`src/rtl/fwd_pkg.sv`:
```
// Shared types for the EX-stage forwarding and load-use hazard controller.
// Slot records carry a fixed-width rd so any REG_ADDR_W up to SLOT_RD_W fits.
package fwd_pkg;

    localparam int REG_ADDR_W = 5;
    localparam int SLOT_RD_W  = 8;

    typedef logic [SLOT_RD_W-1:0] slot_rd_t;

    localparam slot_rd_t ZERO_REG = '0;

    typedef struct packed {
        logic     valid;
        slot_rd_t rd;
        logic     reg_write;
        logic     mem_read;
    } slot_rec_t;

    typedef struct packed {
        logic alu_alu_s;
        logic bypass_alu;
        logic dmem_alu;
    } fwd_sel_t;

    localparam slot_rec_t BUBBLE = '0;

    // A slot supplies src when it is a live writer of that register; r0 is excluded when hardwired.
    function automatic logic writer_matches(input slot_rec_t w, input slot_rd_t src,
                                            input logic zero_hardwired);
        return w.valid & w.reg_write & (w.rd == src) & ~(zero_hardwired & (src == ZERO_REG));
    endfunction

endpackage

```
`src/rtl/fwd_operand_sel.sv`:
```
// Forwarding select for one ALU operand: youngest live writer wins, loads in EX
// cannot forward and are reported as a load hit instead.
module fwd_operand_sel
    import fwd_pkg::*;
#(
    parameter bit ZERO_REG_HARDWIRED = 1'b1
) (
    input  slot_rd_t  src_i,
    input  logic      use_i,
    input  slot_rec_t ex_i,
    input  slot_rec_t d2_i,
    output fwd_sel_t  sel_o,
    output logic      load_hit_o
);

    logic ex_hit;
    logic d2_hit;

    assign ex_hit     = use_i & writer_matches(ex_i, src_i, ZERO_REG_HARDWIRED);
    assign d2_hit     = use_i & writer_matches(d2_i, src_i, ZERO_REG_HARDWIRED);
    assign load_hit_o = ex_hit & ex_i.mem_read;

    // NOTE: every always_comb output gets a default first so no path leaves it unassigned (no latch).
    always_comb begin
        sel_o = '0;
        if (ex_hit && !ex_i.mem_read) begin
            sel_o.alu_alu_s = 1'b1;
        end else if (d2_hit && d2_i.mem_read) begin
            sel_o.dmem_alu = 1'b1;
        end else if (d2_hit) begin
            sel_o.bypass_alu = 1'b1;
        end
    end

endmodule

```
`src/rtl/fwd_hazard_ctrl.sv`:
```
// ID/EX forwarding-select and load-use stall controller. Selects are registered so
// they line up with the instruction while it occupies EX; stall is combinational.
module fwd_hazard_ctrl
    import fwd_pkg::*;
#(
    parameter int REG_ADDR_W         = fwd_pkg::REG_ADDR_W,
    parameter bit ZERO_REG_HARDWIRED = 1'b1
) (
    input  logic                  clk,
    input  logic                  reset,
    input  logic                  id_valid,
    input  logic [REG_ADDR_W-1:0] id_rs1,
    input  logic [REG_ADDR_W-1:0] id_rs2,
    input  logic                  id_use_rs1,
    input  logic                  id_use_rs2,
    input  logic [REG_ADDR_W-1:0] id_rd,
    input  logic                  id_reg_write,
    input  logic                  id_mem_read,
    input  logic                  flush,
    output logic                  stall,
    output logic                  alu_alu_s1,
    output logic                  bypass_alu1,
    output logic                  dmem_alu1,
    output logic                  alu_alu_s2,
    output logic                  bypass_alu2,
    output logic                  dmem_alu2
);

    slot_rec_t ex_q, ex_d;
    slot_rec_t d2_q, d2_d;
    slot_rec_t id_rec;
    fwd_sel_t  sel1_q, sel1_d, sel1_c;
    fwd_sel_t  sel2_q, sel2_d, sel2_c;
    logic      load_hit1, load_hit2;

    assign id_rec = '{valid:     id_valid,
                      rd:        slot_rd_t'(id_rd),
                      reg_write: id_reg_write,
                      mem_read:  id_mem_read};

    fwd_operand_sel #(.ZERO_REG_HARDWIRED(ZERO_REG_HARDWIRED)) u_op1 (
        .src_i      (slot_rd_t'(id_rs1)),
        .use_i      (id_use_rs1 & id_valid),
        .ex_i       (ex_q),
        .d2_i       (d2_q),
        .sel_o      (sel1_c),
        .load_hit_o (load_hit1)
    );

    fwd_operand_sel #(.ZERO_REG_HARDWIRED(ZERO_REG_HARDWIRED)) u_op2 (
        .src_i      (slot_rd_t'(id_rs2)),
        .use_i      (id_use_rs2 & id_valid),
        .ex_i       (ex_q),
        .d2_i       (d2_q),
        .sel_o      (sel2_c),
        .load_hit_o (load_hit2)
    );

    assign stall = id_valid & ~flush & (load_hit1 | load_hit2);

    always_comb begin
        ex_d   = id_rec;
        d2_d   = ex_q;
        sel1_d = sel1_c;
        sel2_d = sel2_c;
        if (flush) begin
            // The EX instruction is killed too, so it must not reach d2 and forward later.
            ex_d   = BUBBLE;
            d2_d   = BUBBLE;
            sel1_d = '0;
            sel2_d = '0;
        end else if (stall) begin
            ex_d   = BUBBLE;
            sel1_d = '0;
            sel2_d = '0;
        end
    end

    // NOTE: sequential state uses non-blocking assignments so every register samples pre-edge values.
    always_ff @(posedge clk or posedge reset) begin
        if (reset) begin
            ex_q   <= BUBBLE;
            d2_q   <= BUBBLE;
            sel1_q <= '0;
            sel2_q <= '0;
        end else begin
            ex_q   <= ex_d;
            d2_q   <= d2_d;
            sel1_q <= sel1_d;
            sel2_q <= sel2_d;
        end
    end

    assign alu_alu_s1  = sel1_q.alu_alu_s;
    assign bypass_alu1 = sel1_q.bypass_alu;
    assign dmem_alu1   = sel1_q.dmem_alu;
    assign alu_alu_s2  = sel2_q.alu_alu_s;
    assign bypass_alu2 = sel2_q.bypass_alu;
    assign dmem_alu2   = sel2_q.dmem_alu;

endmodule

```
`config.mk`:
```
export PLATFORM = sky130hd
export DESIGN_NAME = fwd_hazard_ctrl
export DESIGN_NICKNAME = d
export VERILOG_FILES = /design/src/rtl/fwd_pkg.sv /design/src/rtl/fwd_operand_sel.sv /design/src/rtl/fwd_hazard_ctrl.sv
export SDC_FILE = /design/constraint.sdc
export NUM_CORES = 1
export LEC_CHECK = 0
export BUFFER_PORTS_ARGS = -buffer_cell sky130_fd_sc_hd__buf_2
export CELL_PAD_IN_SITES_DETAIL_PLACEMENT = 0
export CELL_PAD_IN_SITES_GLOBAL_PLACEMENT = 1
export CORE_MARGIN = 2
export CORE_UTILIZATION = 35
export CTS_BUF_LIST = sky130_fd_sc_hd__clkbuf_4 sky130_fd_sc_hd__clkbuf_8
export CTS_CLUSTER_SIZE = 28
export DETAILED_ROUTE_END_ITERATION = 10
export PLACE_DENSITY_LB_ADDON = 0.25
export SLEW_MARGIN = 25
export SYNTH_ARGS = -nofsm -noshare
export SYNTH_HDL_FRONTEND = slang
export SYNTH_SLANG_ARGS = --single-unit
```
`constraint.sdc`:
```
create_clock -name clk -period 4.87 [get_ports clk]
set_input_delay 1.461 -clock clk [delete_from_list [all_inputs] [get_ports clk]]
set_output_delay 1.461 -clock clk [all_outputs]
set_load 0.02 [all_outputs]
```
==> After elaboration in Yosys (flattened, before gate mapping) <==
Index checks and enable logic that the tools add are counted.
{ "word_totals": {"input_bits": 23, "output_inout_bits": 7, "ff_bits": 28, "word_cells": 66} }
{ "op_classes": {"reduce_logical": 7, "n_eq_ne": 4, "mux": 17, "bitwise_logic": 24} }
{ "ops": {"columns": ["operator", "n"], "rows": [
  ["two-way mux 11 bit", 3],
  ["equality test 8 x 5 -> 1 bit", 4],
  ["bitwise AND 1 bit", 20],
  ["logical NOT 8 bit", 2],
  ["two-way mux 3 bit", 4],
  ["two-way mux 1 bit", 8],
  ["logical AND 1 bit", 4],
  ["two-way mux 2 bit", 2],
  ["inverter 1 bit", 3],
  ["logical NOT 1 bit", 1],
  ["OR 1 bit", 1]
]} }

==> Longest topological paths before layout <==
{ "depth": {"word_depth": 9, "depth_mapped": 6} }

==> Modules after synthesis <==
A second synthesis with hierarchy kept.
{ "hier_totals": {"cells_unflattened": 119, "area_unflattened_um2": 1320.0} }
{ "modules_own_cells": {"columns": ["module", "instances", "area_per_inst_um2", "seq_area_each_um2", "cells_each"], "rows": [
  ["fwd_hazard_ctrl", 1, 814.5, 550.5, 55],
  ["fwd_operand_sel", 2, 252.7, 0.0, 32]
]} }

==> Worst setup path after synthesis <==
No wires, ideal clock.
{ "synth_path": {"path_type": "input-to-output", "startpoint": "in id_rs1[2]", "endpoint": "out stall", "required_ps": 3409, "cell_stages": 5, "arrival_ps": 2583, "path_slack_ps": 826, "cell_sequence": "xnor2_1 -> nand3_1 -> or4_4 -> a21oi_4 -> buf_12"} }
{ "synth_via": {"elab_chain_cells": 7} }
{ "synth_rtl": {"columns": ["element", "line", "source"], "rows": [
  ["start, declared", "fwd_hazard_ctrl.sv:12", "input logic [REG_ADDR_W-1:0] id_rs1,"],
  ["equality test 8 x 5 -> 1 bit / logical NOT 8 bit (equally long branches)", "fwd_pkg.sv:30", "return w.valid & w.reg_write & (w.rd == src) & ~(zero_hardwired & (src == ZERO_REG));"],
  ["bitwise AND 1 bit / inverter 1 bit (equally long branches)", "fwd_pkg.sv:30", null],
  ["bitwise AND 1 bit *", "fwd_pkg.sv:30", null],
  ["bitwise AND 1 bit *", "fwd_operand_sel.sv:19", "assign ex_hit = use_i & writer_matches(ex_i, src_i, ZERO_REG_HARDWIRED);"],
  ["bitwise AND 1 bit *", "fwd_operand_sel.sv:21", "assign load_hit_o = ex_hit & ex_i.mem_read;"],
  ["OR 1 bit *", "fwd_hazard_ctrl.sv:59", "assign stall = id_valid & ~flush & (load_hit1 | load_hit2);"],
  ["bitwise AND 1 bit *", "fwd_hazard_ctrl.sv:59", null],
  ["end, declared", "fwd_hazard_ctrl.sv:20", "output logic stall,"]
]} }
Mark *: on every way between the ends. The rest lies on a longest branch, timed or not.

==> Worst setup path after layout <==
{ "layout_path": {"startpoint": "in id_rs1[4]", "endpoint": "out stall"} }
Same word-level chain as after synthesis.

==> impl_metrics.prom <==
# TYPE chip_impl_metric gauge
chip_impl_info{name="status",value="finished, final reports clean"} 1
chip_impl_metric{name="first_global_vias",unit=""} 733
chip_impl_metric{name="clk_latency",unit="ps"} 300
chip_impl_metric{name="placementRows",unit=""} 20
chip_impl_metric{name="floorplan.initialDensity",unit=""} 0.362
chip_impl_metric{name="clkTransAtPathRegs",unit="ps"} 110
chip_impl_metric{name="count_of_cells_resized_by_post_cts_repair",unit=""} 0
chip_impl_metric{name="dieHeight",unit="um"} 60.0
chip_impl_metric{name="drt_drc_violations_left",unit=""} 0
chip_impl_metric{name="numClockSinks",unit=""} 22
chip_impl_metric{name="final_critical_path_setup_slack",unit="ps"} 295
chip_impl_metric{name="dp_hpwl",unit="um"} 1700
chip_impl_metric{name="synth.lib_cells_used.distinct",unit=""} 20
chip_impl_metric{name="globalRouteTotalUtil",unit=""} 0.134
chip_impl_metric{name="fin_worst_hold_slack",unit="ps"} 475
chip_impl_info{name="grt_most_used_layer",value="met2"} 1
chip_impl_metric{name="stdcell_count",unit=""} 163
chip_impl_metric{name="critical_path_arrival",unit="ps"} 3110
chip_impl_metric{name="met3_routing_resource_usage_after_global_routing",unit=""} 0.0260
chip_impl_metric{name="synth_seq_cells",unit=""} 22
chip_impl_metric{name="layout_worst_path_cycle_share",unit=""} 0.940
chip_impl_metric{name="max_slew_margin",unit=""} 0.468
chip_impl_metric{name="worst_path_max_fanout",unit=""} 13
chip_impl_metric{name="power.static_leakage",unit="nW"} 0.562
chip_impl_metric{name="area_of_the_mapped_netlist",unit="um2"} 1100
chip_impl_metric{name="post_cts_hold_buffer_count",unit=""} 0
chip_impl_info{name="holdCritPathClass",value="register to register"} 1
chip_impl_metric{name="fin_crit",unit="ps"} 4580
chip_impl_metric{name="final-setup-viol-count",unit=""} 0
chip_impl_metric{name="post-cts-setup-buffer-count",unit=""} 0
chip_impl_metric{name="setup_total_negative_slack",unit="ps"} 0
chip_impl_metric{name="area_overhead_of_the_layout_relative_to_synthesis",unit="%"} 19.0
chip_impl_metric{name="die_w",unit="um"} 60.0
chip_impl_metric{name="drt_first_pass_iters",unit=""} 3
chip_impl_info{name="worstSetupEndpointType",value="output port"} 1
chip_impl_metric{name="ctsHtreeMaxLevel",unit=""} 1
chip_impl_info{name="rsz0062_at_grt",value="no"} 1
chip_impl_metric{name="route.antenna.remaining_nets",unit=""} 0
chip_impl_info{name="critPathLaunchType",value="input port"} 1
chip_impl_metric{name="port_buffers",unit=""} 29
chip_impl_metric{name="mappedNetlistNets",unit=""} 112
chip_impl_metric{name="final_layout_size_suffix_gt1_frac",unit=""} 0.378
chip_impl_metric{name="first_iter_violations",unit=""} 11
chip_impl_metric{name="placed_cells",unit=""} 159
chip_impl_metric{name="antenna_cells_inserted",unit=""} 0
chip_impl_metric{name="vdd_ir_drop_max",unit="mV"} 0.121
chip_impl_info{name="tritoncts",value="yes"} 1
chip_impl_metric{name="grt_max_degree",unit=""} 23
chip_impl_metric{name="report.final.hold_viol_count",unit=""} 0
chip_impl_metric{name="die-area",unit="um2"} 3600
chip_impl_metric{name="antenna_violations_before_repair",unit=""} 0
chip_impl_metric{name="cts_buffer_depth",unit=""} 2
chip_impl_metric{name="power_density",unit="nW/um2"} 258
chip_impl_metric{name="gp_congestion",unit=""} 0.771
chip_impl_metric{name="clock-skew-final",unit="ps"} 5.37
chip_impl_metric{name="max_slew.worst_pin.slew",unit="ps"} 797
chip_impl_metric{name="yosysWarningCount",unit=""} 0
chip_impl_metric{name="groute.layer.met2.usage",unit=""} 0.230
chip_impl_info{name="cts.root.buffer_cell",value="sky130_fd_sc_hd__clkbuf_4"} 1
chip_impl_metric{name="grt_first_pass_wirelength",unit="um"} 3400
chip_impl_metric{name="final-max-slew-violation-count",unit=""} 0
chip_impl_metric{name="coreArea",unit="um2"} 3030
chip_impl_metric{name="post_drt_wl_per_cell",unit="um"} 12.8
chip_impl_info{name="worstSetupPathType",value="input port to output port"} 1
chip_impl_metric{name="clock_buffers_created_by_tritoncts",unit=""} 3
chip_impl_metric{name="finalCoreUtilization",unit=""} 0.431
chip_impl_metric{name="synthesized_area_per_cell",unit="um2"} 12.3
chip_impl_metric{name="number_of_standard_cells_after_synthesis",unit=""} 89
chip_impl_metric{name="drv_cap",unit=""} 0
chip_impl_metric{name="via_count",unit=""} 757
chip_impl_metric{name="via_count_normalized_by_instance_count",unit=""} 4.64
chip_impl_metric{name="dpl_worst_slack",unit="ps"} 240
chip_impl_metric{name="yosysSeqAreaShare",unit=""} 0.502
chip_impl_metric{name="fmaxAchievable",unit="MHz"} 219
chip_impl_metric{name="finish.net_count",unit=""} 143
chip_impl_metric{name="grt_use_met1",unit=""} 0.160
chip_impl_metric{name="boundaryPins",unit=""} 30
chip_impl_metric{name="grt_overflow_total",unit=""} 0
chip_impl_metric{name="route.final.wire_length",unit="um"} 2090
chip_impl_metric{name="worst_ep_required_time",unit="ps"} 3410
chip_impl_metric{name="fillers",unit=""} 310
-- cell usage after synthesis (all sizes together) --
master,instances,area [um2]
a21oi,1,16.3
buf,1,20.0
clkbuf,2,7.51
dfrtp,22,551
inv,1,3.75
nand2,5,18.8
nand2b,1,6.26
nand3,2,10.0
nand4,2,12.5
nor2b,8,50.1
nor3,4,31.3
nor3b,8,100
nor4,4,25.0
o211ai,2,15.0
o41ai,2,17.5
or4,4,37.5
xnor2,18,158
xor2,2,17.5
-- power by group --
group	switching, mW	internal, mW	leakage [nW]
Sequential	0.00547	0.188	0.295
Combinational	0.0212	0.0225	0.247
Clock	0.0531	0.0456	0.0210
Total	0.0797	0.257	0.562
-- final timing paths --
kind / start / end / slack (ps) / depth (start not counted)
max: id_rs1[4] / stall / 290 / 6
min: d2_q[0] / bypass_alu2 / 480 / 1
max reg2reg: ex_q[2] / dmem_alu2 / 2890 / 5
min reg2reg: d2_q[0] / bypass_alu2 / 480 / 1
max in group asynchronous: reset / d2_q[0] / 3090 / 2
min in group asynchronous: reset / d2_q[3] / 1280 / 2
-- cell families (layout without fill, tap and decap cells) --
kind of cell | after synthesis | after routing | synth area share
buffers and inverters | 4 | 34 | 0.0285
XOR/XNOR | 20 | 20 | 0.160
AND/OR/NAND/NOR | 38 | 38 | 0.266
flip-flops | 22 | 22 | 0.502
AO/OA/AOI/OAI | 5 | 5 | 0.0445
-- worst max-delay path, cell delays in order --
cell and delay, ps:
sky130_fd_sc_hd__buf_2 120, sky130_fd_sc_hd__xnor2_1 160, sky130_fd_sc_hd__nand3_1 110, sky130_fd_sc_hd__or4_4 540
sky130_fd_sc_hd__a21oi_4 450, sky130_fd_sc_hd__buf_2 260
-- through the flow --
step	area (um2)	power, mW
after floorplan	1100	0.224
after global placement	1270	0.242
after detailed placement	1270	0.243
after CTS	1310	0.343
after global routing	1310	0.353
final	1310	0.336
-- registers in the layout, summed over array words and instances, names as in the netlist --
name and cells:
alu_alu_s1 1, alu_alu_s2 1, bypass_alu1 1, bypass_alu2 1, d2_q 8, dmem_alu1 1
dmem_alu2 1, ex_q 8
-- metal layers --
| metal | vias up | routed length [um] |
|---|---|---|
| li1 | 368 | - |
| met1 | 373 | 857 |
| met2 | 14 | 1150 |
| met3 | 2 | 63 |
| met4 | 0 | 21 |
| met5 | - | 0 |
-- cell type report --
class,count,area (um2),area share
inverter,1,3.75,0.00287
multi-input combinational,63,515,0.395
tap,44,55.1,0.0421
clock buffer,4,36.3,0.0278
timing repair buffer,29,145,0.111
sequential,22,551,0.421
-- cell usage in the layout, fill, tap and decap left out, drive strengths merged --
master  Yosys  layout
a21oi       1       1
buf         1      29
clkbuf      2       4
dfrtp      22      22
inv         1       1
nand2       5       5
nand2b      1       1
nand3       2       2
nand4       2       2
nor2b       8       8
nor3        4       4
nor3b       8       8
nor4        4       4
o211ai      2       2
o41ai       2       2
or4         4       4
xnor2      18      18
xor2        2       2
Note: power is estimated with default switching activity, not from simulation.
